==> src/rtl/config_reg_arbiter.sv <==
// ============================================================================
// Module   : config_reg_arbiter
// Purpose  : Two-requester write arbiter (A = SPI, B = sequencer) that owns
//            the output-enable / PWM-enable / duty-cycle register bank.
// Options  : CFG_ARB_ROUND_ROBIN_EN selects round-robin tie-break; when it
//            is undefined, A always wins simultaneous requests.
// Revision : 1.0 - initial release
// ============================================================================
`default_nettype none

module config_reg_arbiter #(
  parameter int NUM_REGS = 5
) (
  input  logic       clk,
  input  logic       rst_n,
  input  logic       a_valid,
  input  logic [6:0] a_addr,
  input  logic [7:0] a_data,
  output logic       a_ready,
  input  logic       b_valid,
  input  logic [6:0] b_addr,
  input  logic [7:0] b_data,
  output logic       b_ready,
  input  logic       err_clr,
  output logic [7:0] en_reg_out_7_0,
  output logic [7:0] en_reg_out_15_8,
  output logic [7:0] en_reg_pwm_7_0,
  output logic [7:0] en_reg_pwm_15_8,
  output logic [7:0] pwm_duty_cycle,
  output logic       wr_done,
  output logic       err_addr,
  output logic [7:0] wr_count
);

  localparam logic [0:0] STATE_IDLE   = 1'b0;
  localparam logic [0:0] STATE_COMMIT = 1'b1;
  localparam logic [6:0] NUM_REGS_A   = 7'(NUM_REGS);

  logic [0:0] state_q, state_d;
  logic       grant_a, grant_b;
  logic       accept_a, accept_b;
  logic       commit, addr_ok;

  logic [6:0] hold_addr_q, hold_addr_d;
  logic [7:0] hold_data_q, hold_data_d;
  logic       wr_done_q, wr_done_d;
  logic       err_addr_q, err_addr_d;
  logic [7:0] wr_count_q, wr_count_d;
  logic [7:0] regs_q [NUM_REGS];
  logic [7:0] regs_d [NUM_REGS];

`ifdef CFG_ARB_ROUND_ROBIN_EN
  // Set when B holds the most recent grant, so A wins the next tie.
  logic last_b_q, last_b_d;
`endif

  // Arbitration: combinational from valids and pointer only, never from data.
  always_comb begin
    grant_a = a_valid;
    grant_b = b_valid && !a_valid;
`ifdef CFG_ARB_ROUND_ROBIN_EN
    if (a_valid && b_valid) begin
      grant_a = last_b_q;
      grant_b = !last_b_q;
    end
`endif
  end

  // FSM state register
  always_ff @(posedge clk or negedge rst_n) begin
    if (!rst_n) begin
      state_q <= STATE_IDLE;
    end else begin
      state_q <= state_d;
    end
  end

  // FSM next-state logic
  always_comb begin
    state_d = state_q;
    case (state_q)
      STATE_IDLE:   if (accept_a || accept_b) state_d = STATE_COMMIT;
      STATE_COMMIT: state_d = STATE_IDLE;
      default:      state_d = STATE_IDLE;
    endcase
  end

  // FSM outputs
  always_comb begin
    a_ready = 1'b0;
    b_ready = 1'b0;
    commit  = 1'b0;
    case (state_q)
      STATE_IDLE: begin
        a_ready = grant_a;
        b_ready = grant_b;
      end
      STATE_COMMIT: commit = 1'b1;
      default: begin
        a_ready = 1'b0;
        b_ready = 1'b0;
      end
    endcase
  end

  assign accept_a = a_valid && a_ready;
  assign accept_b = b_valid && b_ready;
  assign addr_ok  = hold_addr_q < NUM_REGS_A;

  always_comb begin
    hold_addr_d = hold_addr_q;
    hold_data_d = hold_data_q;
    if (accept_a) begin
      hold_addr_d = a_addr;
      hold_data_d = a_data;
    end else if (accept_b) begin
      hold_addr_d = b_addr;
      hold_data_d = b_data;
    end
  end

  always_comb begin
    wr_done_d  = commit && addr_ok;
    wr_count_d = (commit && addr_ok) ? wr_count_q + 8'd1 : wr_count_q;
    err_addr_d = err_addr_q;
    // A dropped write in the same cycle as err_clr keeps the flag set.
    if (commit && !addr_ok) begin
      err_addr_d = 1'b1;
    end else if (err_clr) begin
      err_addr_d = 1'b0;
    end
  end

`ifdef CFG_ARB_ROUND_ROBIN_EN
  always_comb begin
    last_b_d = last_b_q;
    if (accept_a) begin
      last_b_d = 1'b0;
    end else if (accept_b) begin
      last_b_d = 1'b1;
    end
  end

  always_ff @(posedge clk or negedge rst_n) begin
    if (!rst_n) begin
      last_b_q <= 1'b1;
    end else begin
      last_b_q <= last_b_d;
    end
  end
`endif

  always_ff @(posedge clk or negedge rst_n) begin
    if (!rst_n) begin
      hold_addr_q <= 7'd0;
      hold_data_q <= 8'd0;
      wr_done_q   <= 1'b0;
      err_addr_q  <= 1'b0;
      wr_count_q  <= 8'd0;
    end else begin
      hold_addr_q <= hold_addr_d;
      hold_data_q <= hold_data_d;
      wr_done_q   <= wr_done_d;
      err_addr_q  <= err_addr_d;
      wr_count_q  <= wr_count_d;
    end
  end

  for (genvar i = 0; i < NUM_REGS; i++) begin : g_regs
    always_comb begin
      regs_d[i] = regs_q[i];
      if (commit && (hold_addr_q == 7'(i))) begin
        regs_d[i] = hold_data_q;
      end
    end

    always_ff @(posedge clk or negedge rst_n) begin
      if (!rst_n) begin
        regs_q[i] <= 8'h00;
      end else begin
        regs_q[i] <= regs_d[i];
      end
    end
  end

  assign en_reg_out_7_0  = regs_q[0];
  assign en_reg_out_15_8 = regs_q[1];
  assign en_reg_pwm_7_0  = regs_q[2];
  assign en_reg_pwm_15_8 = regs_q[3];
  assign pwm_duty_cycle  = regs_q[4];
  assign wr_done         = wr_done_q;
  assign err_addr        = err_addr_q;
  assign wr_count        = wr_count_q;

endmodule

`default_nettype wire

==> config.mk <==
export PLATFORM = sky130hd
export DESIGN_NAME = config_reg_arbiter
export DESIGN_NICKNAME = d
export VERILOG_FILES = /design/src/rtl/config_reg_arbiter.sv
export SDC_FILE = /design/constraint.sdc
export NUM_CORES = 1
export LEC_CHECK = 0
export ABC_AREA = 1
export CAP_MARGIN = 5
export CORE_ASPECT_RATIO = 0.75
export CORE_MARGIN = 5
export CORE_UTILIZATION = 49
export CTS_BUF_LIST = sky130_fd_sc_hd__clkbuf_4 sky130_fd_sc_hd__clkbuf_8
export DETAILED_ROUTE_END_ITERATION = 16
export GPL_TIMING_DRIVEN = 0
export PLACE_DENSITY = 0.84
export SLEW_MARGIN = 20
export SYNTH_ARGS = -nofsm -noshare
export SYNTH_HDL_FRONTEND = slang
export SYNTH_SLANG_ARGS = --single-unit
==> constraint.sdc <==
create_clock -name clk -period 1.5 [get_ports clk]
set_clock_uncertainty 0.1 [all_clocks]
set_input_delay 0.3 -clock clk [delete_from_list [all_inputs] [get_ports clk]]
set_output_delay 0.3 -clock clk [all_outputs]
set_load 0.02 [all_outputs]
== Word-level counts from Yosys, hierarchy flattened ==
Index checks and enable logic that the tools add are counted.
Word-level totals
  register bits: 66
  input port bits: 35
  output and inout port bits: 52
Cells by class
  add/sub/neg operators: 1
  order comparisons: 1
  equal/unequal tests: 4
  multiplexer cells: 11
  bitwise logic cells: 1
  reductions and logical operators: 16
Operator list (number)
  $mux 8: 2
  $eq 7x2->1 const B: 2
  $mux 7: 2
  $logic_and 1x1->1: 10
  $add 8x1->8 const B: 1
  $eq 7x1->1 const B: 1
  $eq 7x3->1 const B: 1
  $logic_not 7->1: 1
  $lt 7x3->1 const B: 1
  $mux 1: 6
  $reduce_bool 2->1: 2
  $logic_not 1->1: 2
  $pmux 1 s2: 1
  $logic_or 1x1->1: 1
  $not 1->1: 1

== Logic depth before layout (Yosys ltp) ==
Gate-level depths: netlist (run 1).
  depth in word-level cells: 7
  mapped depth: 8

== Worst setup path after synthesis (run 1) ==
Ideal clock, no wire load.
  path kind: register to output
  from: register state_q
  to: output port b_ready
  arrival time: 991 ps
  required time: 1100 ps
  slack: 109 ps
  stages on the path, launching flop included: 2
  path through: dfrtp_1 nor3b_1
Between the ends
  cells in the longest elaborated chain, start to end: 1
Ends and longest elaborated chain
  from (decl): RTL line 39  | logic [0:0] state_q, state_d;
  from (signal assigned): RTL line 74  | state_q <= state_d;
  $mux 1: RTL line 93  | case (state_q)
  to (decl): RTL line 23  | output logic b_ready,
No other way between the ends.

== Worst setup path after layout (run 1) ==
  from: register state_q
  to: output port a_ready
Between the ends
  cells in the longest elaborated chain, start to end: 1
Ends and longest elaborated chain
  $mux 1: RTL line 93
  to (decl): RTL line 19  | output logic a_ready,
No other way between the ends.

==> impl_results.md, run 1 <==
* Avg Inst Size Synth at 8.602 um^2
* Iter 0 DRT Violations at 143
* Post-synthesis simple-gate area fraction at 0.2577
* Crit Reg-Reg Startpoint: hold_addr_q[5]$_DFFE_PN0P_
* Unique masters post-synth at 21
* HP Class: input pin to async pin
* Finished Layout Cells at 528
* Failing checks: setup timing
* Starting Density at 0.5028
* Port Buffers at 86
* H-tree Lvls at 3
* Sequential fraction of the synthesis area at 0.5697
* Area Overhead vs Synth at 45.23%
* Syn_nets at 373
* PD cells at 1668 nW/um^2
* GRT Overall Usage at 0.2153
* R2r endpoint: en_reg_pwm_15_8[1]$_DFFE_PN0P_
* Worst-Skew Late Latency at 0.34 ns
* Period minus WS final at 1.509 ns
* Total grt overflow at 0
* Initial antenna violation count at 0
* Least-Margin Pin Slew at 0.2865 ns
* Post-place setup slack at -0.7658 ns
* Die span in x at 98.82 um
* Placed instance count at 502
* CP Launch Type: flip-flop
* DRT Pass-1 Iters at 4
* Reg-to-reg setup timing slack at 0.04 ns
* Mux share of post-synthesis cell area at 0
* Post-synthesis compound-gate area fraction at 0.1027
* Vias in the first global route at 2602
* Mapped cell area at 2899 um^2
* Final Max Slew Viols at 0
* Core ar. at 5766 um^2
* Worst setup EP type: primary output
* # setup viols final at 1
* Slew headroom at 0.8088
* Clock buffer depth at 2
* Worst VDD drop at 0.9433 mV
* Total Wirelength at 7814 um
* Syn. warnings at 0
* Nets@finish at 481
* Post-synthesis adder-cell area fraction at 0.004316
* Setup ws final at -0.008746 ns
* Final Core Density at 0.7303
* Largest net degree at the start of global routing at 49
* Residual DRC at 0
* Vias after detailed routing at 2661
* Die area at 7571 um^2
* Leakage at 2.173 nW
* Synth Register Bits at 66
* Clk slew on worst S/H paths at 0.07 ns
* Post-Synth XOR/XNOR Area at 0.009063
* Antenna diodes at 0
* Final TNS setup at -0.008746 ns
* Hold Vio Cnt, Final at 0
* Period utilization at 1.006
* # rows at 24
* RD Place Congestion at 0.8178
* Critical path type: flip-flop to primary output
* RSZ-0062 raised after global routing: yes
* Die Y at 76.62 um
* Cells after Synth at 337
* Share of post-route cells with drive strength above 1 at 0.1800
* Vias per cell at 5.040
* Largest family of logic cells by synthesized area: simple AND/OR/NAND/NOR gates
* Inserted Clock Buffers at 9
* Max Clk Rate at 0.6628 GHz
* Remaining antenna violation count at 0
* I/O pin cnt at 87
* Clk sinks at 66
* CTS tree: done
* First-pass GRT wire length at 12940 um
* HPWL after DPL at 5601 um
* CP arrival at 1.11 ns
* Crit-path max FO at 6
* CP required at 1.10 ns
* WL per Instance at 14.80 um
* Clk Tree Root Cell: clkbuf_8
* Status: finished with violations
* R2r worst-path depth at 6
* MaxCap Viol Count at 0
-- routing by layer --
layer | track usage | wire [um] | up-vias | share of wire
met4 | 0.06139 | 94 | 0 | 0.012
met2 | 0.3318 | 3622 | 108 | 0.46
li1 | - | - | 1283 | -
met5 | 0 | 0 | - | 0
met3 | 0.08875 | 683 | 13 | 0.087
met1 | 0.2795 | 3414 | 1257 | 0.44
-- worst max-delay path by stage --
stage | from | to | slack, ns
floorplan | state_q$_DFF_PN0_ | b_ready | 0.11
global placement | rst_n | en_reg_out_7_0[6]$_DFFE_PN0P_ | -2.05
detailed placement | a_valid | a_ready | -0.77
CTS | state_q$_DFF_PN0_ | a_ready | -0.24
global route | state_q$_DFF_PN0_ | b_ready | -0.07
finish | state_q$_DFF_PN0_ | a_ready | -0.009
-- cells in the mapped netlist, drive strengths merged --
master / n / area (um^2)
nand3: 12 / 65.06
ha: 1 / 12.51
nand2: 156 / 613.1
nor3: 1 / 16.27
dfrtp: 66 / 1652
o21a: 1 / 7.510
nor3b: 1 / 7.510
nor2: 10 / 45.05
inv: 24 / 90.09
o21ai: 52 / 290.3
buf: 10 / 73.81
xnor2: 3 / 26.28
-- power breakdown --
group / switching (W) / internal [W]
logic: 0.00166 / 0.00108
clock network: 0.000664 / 0.000798
registers: 0.000424 / 0.00240
total: 0.00275 / 0.00428
-- placed cells by master, fill, tap and decap left out, types with 4 or more instances in the layout --
cell type and count:
dfrtp_2 6, nand2_1 149, o21ai_2 10, clkbuf_8 9
clkbuf_4 4, clkdlybuf4s15_1 12, buf_4 13, nand3_1 11
dlygate4sd2_1 30, dfrtp_1 60, inv_1 22, clkdlybuf4s15_2 6
clkdlybuf4s50_1 31, nor2_1 5, o21ai_0 8, o21ai_1 34
-- area by class of cell --
class / count / area (um^2)
multi-input combinational: 237 / 1137
inverter: 24 / 105.1
clock inverter: 5 / 55.05
sequential: 66 / 1659
tap: 78 / 97.59
fill: 420 / 1555
timing repair buffer: 98 / 943.4
clock buffer: 11 / 138.9
buffer: 9 / 73.82
-- flip-flops by register name, indices dropped and copies added, names as in the netlist --
| register | cells |
|---|---|
| en_reg_out_15_8 | 8 |
| en_reg_out_7_0 | 8 |
| en_reg_pwm_15_8 | 8 |
| en_reg_pwm_7_0 | 8 |
| err_addr | 1 |
| hold_addr_q | 7 |
| hold_data_q | 8 |
| pwm_duty_cycle | 8 |
| state_q | 1 |
| wr_count | 8 |
| wr_done | 1 |
-- cells by family (layout without fill, tap and decap cells) --
group	after synthesis	after routing
flip-flops	66	66
AND/OR/NAND/NOR	180	180
XOR/XNOR	3	3
adder cells (fa/ha/maj)	1	1
buffers and inverters	34	147
AO/OA/AOI/OAI	53	53
-- metrics by stage --
step	hold slack [ns]	cell area, um^2	power (W)
6_report	0.2676	4210	0.007024
5_1_grt	0.2850	4210	0.007463
4_1_cts	0.2610	4046	0.006920
3_5_place_dp	0.09290	3882	0.005803
3_3_place_gp	0.3633	3857	0.005712
2_1_floorplan	-0.09559	2899	0.004263
-- worst max-delay path: stages (launching register included) --
cell and delay [ns]:
dfrtp_2 0.44, inv_4 0.09, nand2_8 0.07, clkinv_8 0.07, buf_8 0.10
-- repair_timing --
item / CTS / global route
hold endpoints to repair: 18 / 0
gates resized for setup: 77 / 46
endpoints found under the setup margin: 52 / 56
hold buffers: 1 / 0
setup buffers: 1 / 9
pin swaps: 0 / 5
Power figures use the tool's default switching activity.
==> run 2: changes to the inputs <==
Settings changed: ABC_AREA 1 to unset, CORE_UTILIZATION 49 to 48, PLACE_DENSITY 0.84 to unset, PLACE_DENSITY_LB_ADDON set to 0.12.
==> run 2 against run 1 <==
Against the previous run: combinational power decreased by 61%; clock power decreased by 8%; the run still ends with setup timing left; synthesized cell count decreased by 40%; via count decreased by 24%; worst setup slack got worse by 0.30 ns; sequential cell count unchanged; clock-buffer cell count increased by 1; hold slack improved by 0.074 ns; register-to-register slack got worse by 0.34 ns; design area decreased by 1.4%; first-iteration DRC count decreased by 45%.
==> impl_results.md, run 2 <==
* Vias per cell at 5.078 (+0.76%)
* CP max stage delay at 0.42 ns (-0.02 ns)
* Share of post-route cells with drive strength above 1 at 0.3208 (+0.1408)
* Design Power at 0.004626 W (-34%)
* Largest net degree at the start of global routing at 38 (-22%)
* Vias after detailed routing at 2011 (-24%)
* Die area at 7421 um^2 (-2.0%)
* Setup ws final at -0.3047 ns (-0.2959 ns)
* Top cell type's share of synthesized area at 0.5949 (+0.02516)
* DRT Pass-1 Iters at 4 (unchanged)
* Placed cell area at 3772 um^2 (-2.8%)
* Starting Density at 0.4866 (-0.01620)
* GRT Overall Usage at 0.1918 (-0.02349)
* Placed instance count at 366 (-27%)
* Crit-path max FO at 8 (+2)
* Worst-Skew Late Latency at 0.34 ns (about the same)
* Max Clk Rate at 0.5541 GHz (-16%)
* RD Place Congestion at 0.7357 (-10%)
* CP required at 1.62 ns (+0.52 ns)
* Period minus WS final at 1.805 ns (+0.2959 ns)
* Status: finished with violations
* Core ar. at 5705 um^2 (-1.0%)
* Die Y at 75.87 um (-0.98%)
* Synth Register Bits at 66 (unchanged)
* PD cells at 1114 nW/um^2 (-33%)
* Design Area, Final at 4153 um^2 (-1.4%)
* WL per Instance at 17.15 um (+16%)
* CP arrival at 1.92 ns (+0.81 ns)
* MaxCap Viol Count at 0 (unchanged)
* Number of synthesized flops with an enable pin at 0 (unchanged)
* HPWL after DPL at 4706 um (-16%)
* Finished Layout Cells at 396 (-25%)
* R2r worst-path depth at 5 (-1)
* Antenna diodes at 0 (unchanged)
* First-pass GRT wire length at 10590 um (-18%)
* Die span in x at 97.82 um (-1.0%)
* Vias in the first global route at 2109 (-19%)
* Clk sinks at 66 (unchanged)
* CP Launch Type: flip-flop
* Total Wirelength at 6790 um (-13%)
* Slew headroom at 0.6367 (-0.1721)
* RSZ-0062 raised after global routing: yes
* Final Core Density at 0.7279 (-0.002401)
* Total grt overflow at 0 (unchanged)
* Least-Margin Pin Slew at 0.5449 ns (+0.2584 ns)
* Worst VDD drop at 0.7369 mV (-22%)
* Sequential fraction of the synthesis area at 0.5949 (+0.02516)
* Hold Vio Cnt, Final at 0 (unchanged)
* HP Class: input pin to async pin
* FFs w/ async S/R, synth at 1.000 (unchanged)
* Worst-path cell chain: nor4_4, buf_4, buf_8, nand4b_4, mux2_4
* Most common cell after layout, fill and taps aside: dfrtp_1
* Failing checks: setup timing
* Syn. warnings at 0 (unchanged)
* Clk Tree Root Cell: clkbuf_8
* Area Overhead vs Synth at 49.57%
* # rows at 24 (unchanged)
* Critical path type: flip-flop to flip-flop
* Inserted Clock Buffers at 9 (unchanged)
* Syn_nets at 237 (-36%)
* Final TNS setup at -11.52 ns (-11.51 ns)
* Leakage at 2.129 nW (-2.1%)
* Avg Inst Size Synth at 13.81 um^2 (+61%)
* Clk slew on worst S/H paths at 0.07 ns (about the same)
* # setup viols final at 62 (+61)
* Initial antenna violation count at 0 (unchanged)
* Count leader, synth: dfrtp_1
* H-tree Lvls at 3 (unchanged)
* Dominant synthesized flop cell: dfrtp_1
* Crit path max-delay cell type: dfrtp_1
* Mapped cell area at 2776 um^2 (-4.2%)
* Yosys top cell by area: dfrtp_1
* Commonest cells after routing, fill and taps aside: 64 x dfrtp_1, 43 x dlygate4sd2_1, 40 x mux2_2
* Top post-synthesis cells by count: 66 x dfrtp_1, 40 x mux2_2, 18 x nor2_1
* Nets@finish at 351 (-27%)
* Residual DRC at 0 (unchanged)
* Unique masters post-synth at 31 (+48%)
* CTS tree: done
* Most area-consuming cells after synthesis: dfrtp_1 59%, mux2_2 16%, mux2i_1 5.4%
* Clock buffer depth at 2 (unchanged)
* Iter 0 DRT Violations at 78 (-45%)
* I/O pin cnt at 87 (unchanged)
* Remaining antenna violation count at 0 (unchanged)
* Final Max Slew Viols at 0 (unchanged)
* Worst setup EP type: flip-flop
* Port Buffers at 86 (unchanged)
* Period utilization at 1.203 (+0.1973)
* Cells after Synth at 201 (-40%)
## run 2: changes by cell type in the layout (fill, tap and decap cells not counted), sizes merged, moves of 6 or more
| cell | previous run | this run |
|---|---|---|
| clkdlybuf4s15 | 18 | 5 |
| nand3 | 12 | 3 |
| o21ai | 52 | 1 |
| mux2i | 0 | 15 |
| dlygate4sd2 | 30 | 43 |
| nor2 | 10 | 18 |
| a21oi | 0 | 15 |
| mux2 | 0 | 41 |
| inv | 23 | 3 |
| buf | 21 | 27 |
| nand4 | 0 | 7 |
| nand2 | 156 | 1 |
## run 2: layer usage
| layer | global-route usage | vias to the layer above | share of wire |
|---|---|---|---|
| li1 | - | 941 | - |
| met1 | 0.2276 | 979 | 0.43 |
| met2 | 0.3145 | 78 | 0.48 |
| met3 | 0.08051 | 13 | 0.074 |
| met4 | 0.08141 | 0 | 0.018 |
| met5 | 0 | - | 0 |
## run 2: final cells by class
cell class                      instances  area, um^2
Sequential cell                        66        1654
Fill cell                             406        1553
Multi-Input combinational cell        122        1125
Timing Repair Buffer                  103       982.2
Clock buffer                           12       165.2
Buffer                                 10       105.1
Tap cell                               78       97.59
Clock inverter                          2       12.51
Inverter                                3       11.26
## run 2: worst paths after layout
check / startpoint / to / slack, ns
max: hold_addr_q[6]$_DFFE_PN0P_ / en_reg_pwm_7_0[1]$_DFFE_PN0P_ / -0.30
min: rst_n / hold_addr_q[1]$_DFFE_PN0P_ / 0.34
max reg2reg: hold_addr_q[6]$_DFFE_PN0P_ / en_reg_pwm_7_0[1]$_DFFE_PN0P_ / -0.30
min reg2reg: wr_count[7]$_DFFE_PN0P_ / wr_count[7]$_DFFE_PN0P_ / 0.37
max in group asynchronous: rst_n / pwm_duty_cycle[3]$_DFFE_PN0P_ / 0.44
min in group clk: wr_count[7]$_DFFE_PN0P_ / wr_count[7]$_DFFE_PN0P_ / 0.37
## run 2: through the flow
stage	hold slack, ns	worst slack, ns
2_1_floorplan	-0.09559	-0.1686
3_3_place_gp	0.3618	-2.117
3_5_place_dp	0.1541	-0.8243
4_1_cts	0.3297	-0.2607
5_1_grt	0.3502	-0.3670
6_report	0.3412	-0.3047
## run 2: worst max-delay path: cells and delay by family, from the launching register on
| family | cells | cell delay, ns |
|---|---|---|
| simple gates | 2 | 0.50 |
| flops | 1 | 0.42 |
| mux | 1 | 0.36 |
| buf+inv | 2 | 0.30 |
## run 2: kinds of logic (layout without fill, tap and decap cells)
family                     Yosys count  in the layout  share of synthesized area
DFF                                 66             66                     0.5949
muxes                               56             56                     0.2217
and+or+nand+nor                     41             41                    0.09734
AOI/OAI and AO/OA                   17             17                    0.03199
buffers and inverters               13            130                    0.02749
xor gates and xnor gates             7              7                    0.02208
adders and majority gates            1              1                   0.004506
## run 2: report_power, final
group          leakage (nW)  internal [W]  switching, W
clock network        0.0903      0.000714      0.000628
logic                  1.17      0.000536      0.000542
registers             0.864       0.00201      0.000198
total                  2.13       0.00326       0.00137
## run 2: what timing repair did
action	in CTS	in global routing
hold endpoints to repair	29	0
gates cloned	0	1
buffers inserted	11	3
endpoints found under the setup margin	115	74
pin swaps	7	10
hold buffers	1	0
resized for setup	88	17
==> run 3: changes to the inputs <==
Settings changed: TNS_END_PERCENT set to 1.
==> run 3 against run 2 <==
Against the previous run: the flow still finishes with violations (setup timing); worst setup slack better by 0.027 ns; core utilization is 0.79 points lower; sequential cell count stayed put; die area stayed put; maximum frequency is 1.5% higher; critical path depth stayed put; total power is 6.8% higher; first-iteration DRC count is 55% higher; sequential power hardly changed; design area is 1.1% lower; register-to-register slack better by 0.03 ns; hold slack worse by 0.12 ns; critical path type unchanged; critical endpoint unchanged; largest power group unchanged; highest routed layer unchanged.
==> impl_results.md, run 3 (same netlist as run 2, synthesis figures left out) <==
* Status: finished with violations
* Failing checks: setup timing
* MaxCap Viol Count at 0 (unchanged)
* Period utilization at 1.185 (-0.01789)
* # setup viols final at 57 (-8.1%)
* RD Place Congestion at 0.7984 (+8.5%)
* Antenna diodes at 0 (unchanged)
* Max Clk Rate at 0.5625 GHz (+1.5%)
* Remaining antenna violation count at 0 (unchanged)
* CP required at 1.63 ns (about the same)
* Final Core Density at 0.7200 (-0.007895)
* Critical path type: flip-flop to flip-flop
* Share of post-route cells with drive strength above 1 at 0.3143 (-0.006469)
* H-tree Lvls at 3 (unchanged)
* Total grt overflow at 0 (unchanged)
* CP arrival at 1.91 ns (about the same)
* Clk sinks at 66 (unchanged)
* Most common cell after layout, fill and taps aside: dfrtp_1
* Period minus WS final at 1.778 ns (-0.02684 ns)
* Initial antenna violation count at 0 (unchanged)
* HP Class: input pin to flip-flop
* RSZ-0062 raised after global routing: yes
* Total Wirelength at 6741 um (-0.72%)
* Port Buffers at 86 (unchanged)
* PD cells at 1203 nW/um^2 (+8.0%)
* Die span in x at 97.82 um (unchanged)
* CP Launch Type: flip-flop
* WL per Instance at 17.15 um (about the same)
* Clock buffer depth at 2 (unchanged)
* # rows at 24 (unchanged)
* Worst VDD drop at 0.7287 mV (-1.1%)
* HPWL after DPL at 4654 um (-1.1%)
* GRT Overall Usage at 0.1902 (-0.001642)
* Vias after detailed routing at 2017 (+0.30%)
* I/O pin cnt at 87 (unchanged)
* Largest net degree at the start of global routing at 35 (-7.9%)
* Crit-path max FO at 8 (unchanged)
* Vias in the first global route at 2006 (-4.9%)
* Starting Density at 0.4866 (unchanged)
* Inserted Clock Buffers at 9 (unchanged)
* Iter 0 DRT Violations at 121 (+55%)
* Final Max Slew Viols at 0 (unchanged)
* Worst setup EP type: flip-flop
* Commonest cells after routing, fill and taps aside: 64 x dfrtp_1, 40 x mux2_2, 32 x dlygate4sd2_1
* Die Y at 75.87 um (unchanged)
* Die area at 7421 um^2 (unchanged)
* Finished Layout Cells at 393 (-0.76%)
* CTS tree: done
* Clk Tree Root Cell: clkbuf_8
* Leakage at 2.066 nW (-3.0%)
* Core ar. at 5705 um^2 (unchanged)
* Vias per cell at 5.132 (+1.1%)
* Hold Vio Cnt, Final at 0 (unchanged)
* Slew headroom at 0.6051 (-0.03167)
* Residual DRC at 0 (unchanged)
* Area Overhead vs Synth at 47.95%
* Nets@finish at 346 (-1.4%)
* Setup ws final at -0.2778 ns (+0.02684 ns)
* DRT Pass-1 Iters at 4 (unchanged)
* First-pass GRT wire length at 10540 um (-0.45%)
* Clk slew on worst S/H paths at 0.08 ns (about the same)
* Least-Margin Pin Slew at 0.5924 ns (+0.04750 ns)
* Placed instance count at 366 (unchanged)
* Worst-Skew Late Latency at 0.34 ns (about the same)
[run 3: cell count changes in the layout (fill, tap and decap cells not counted), sizes merged, moves of 2 or more]
cell           previous run  this run
bufinv                    0         2
clkdlybuf4s15             5        14
dlygate4sd2              43        32
buf                      27        24
[run 3: through the flow]
stage	TNS (ns)	setup WS [ns]	hold slack, ns	power, W	instance area [um^2]
3_5_place_dp	-22.01	-1.031	0.1739	0.003286	3752
3_3_place_gp	-161.98	-2.143	0.3644	0.003254	3735
2_1_floorplan	-5.782	-0.1686	-0.09559	0.002730	2776
5_1_grt	-13.82	-0.3423	0.2629	0.005194	4108
6_report	-9.366	-0.2778	0.2239	0.004942	4108
4_1_cts	-9.947	-0.2664	0.2205	0.004913	4055
[run 3: power by group]
group          leakage (nW)  internal (W)  switching, W
combinational          1.09      0.000516      0.000533
sequential            0.865       0.00201      0.000196
clock                 0.109      0.000983      0.000707
total                  2.07       0.00351       0.00144
[run 3: worst paths after layout]
check	startpoint	slack [ns]	cells past startpoint	endpoint
worst max register to register	hold_addr_q[3]$_DFFE_PN0P_	-0.28	5	en_reg_pwm_7_0[1]$_DFFE_PN0P_
worst min-delay path	b_valid	0.22	3	state_q$_DFF_PN0_
worst min register to register	wr_count[7]$_DFFE_PN0P_	0.38	1	wr_count[7]$_DFFE_PN0P_
min in group asynchronous	rst_n	0.34	2	wr_count[6]$_DFFE_PN0P_
worst max-delay path	hold_addr_q[3]$_DFFE_PN0P_	-0.28	5	en_reg_pwm_7_0[1]$_DFFE_PN0P_
max in group asynchronous	rst_n	0.44	3	state_q$_DFF_PN0_
[run 3: routing by layer]
layer,part of all wire,routed length (um),vias to the layer above,GRT usage
met2,0.48,3239,62,0.2979
li1,-,-,945,-
met5,0,0,-,0
met1,0.44,2993,997,0.2460
met4,0.014,94,0,0.05376
met3,0.061,413,13,0.08143
[run 3: final cells by class]
class,instances,area [um^2]
sequential,66,1654
fill,390,1598
multi-input combinational,122,1102
timing repair buffer,99,920.9
clock buffer,10,137.6
tap,78,97.59
buffer,9,90.09
clock inverter,6,88.84
inverter,3,16.27
[run 3: repair_timing]
item / CTS / global route
endpoints found under the hold margin: 32 / 0
setup buffers: 8 / 3
endpoints found under the setup margin: 116 / 86
hold buffers: 1 / 0
pin swaps: 5 / 6
gates resized for setup: 86 / 32
[run 3: worst max-delay path: stages, from the launching register on]
cell and delay, ns:
dfrtp_1 0.41, nor4_4 0.27, buf_4 0.17, buf_8 0.12
nand4b_4 0.22, mux2_4 0.36
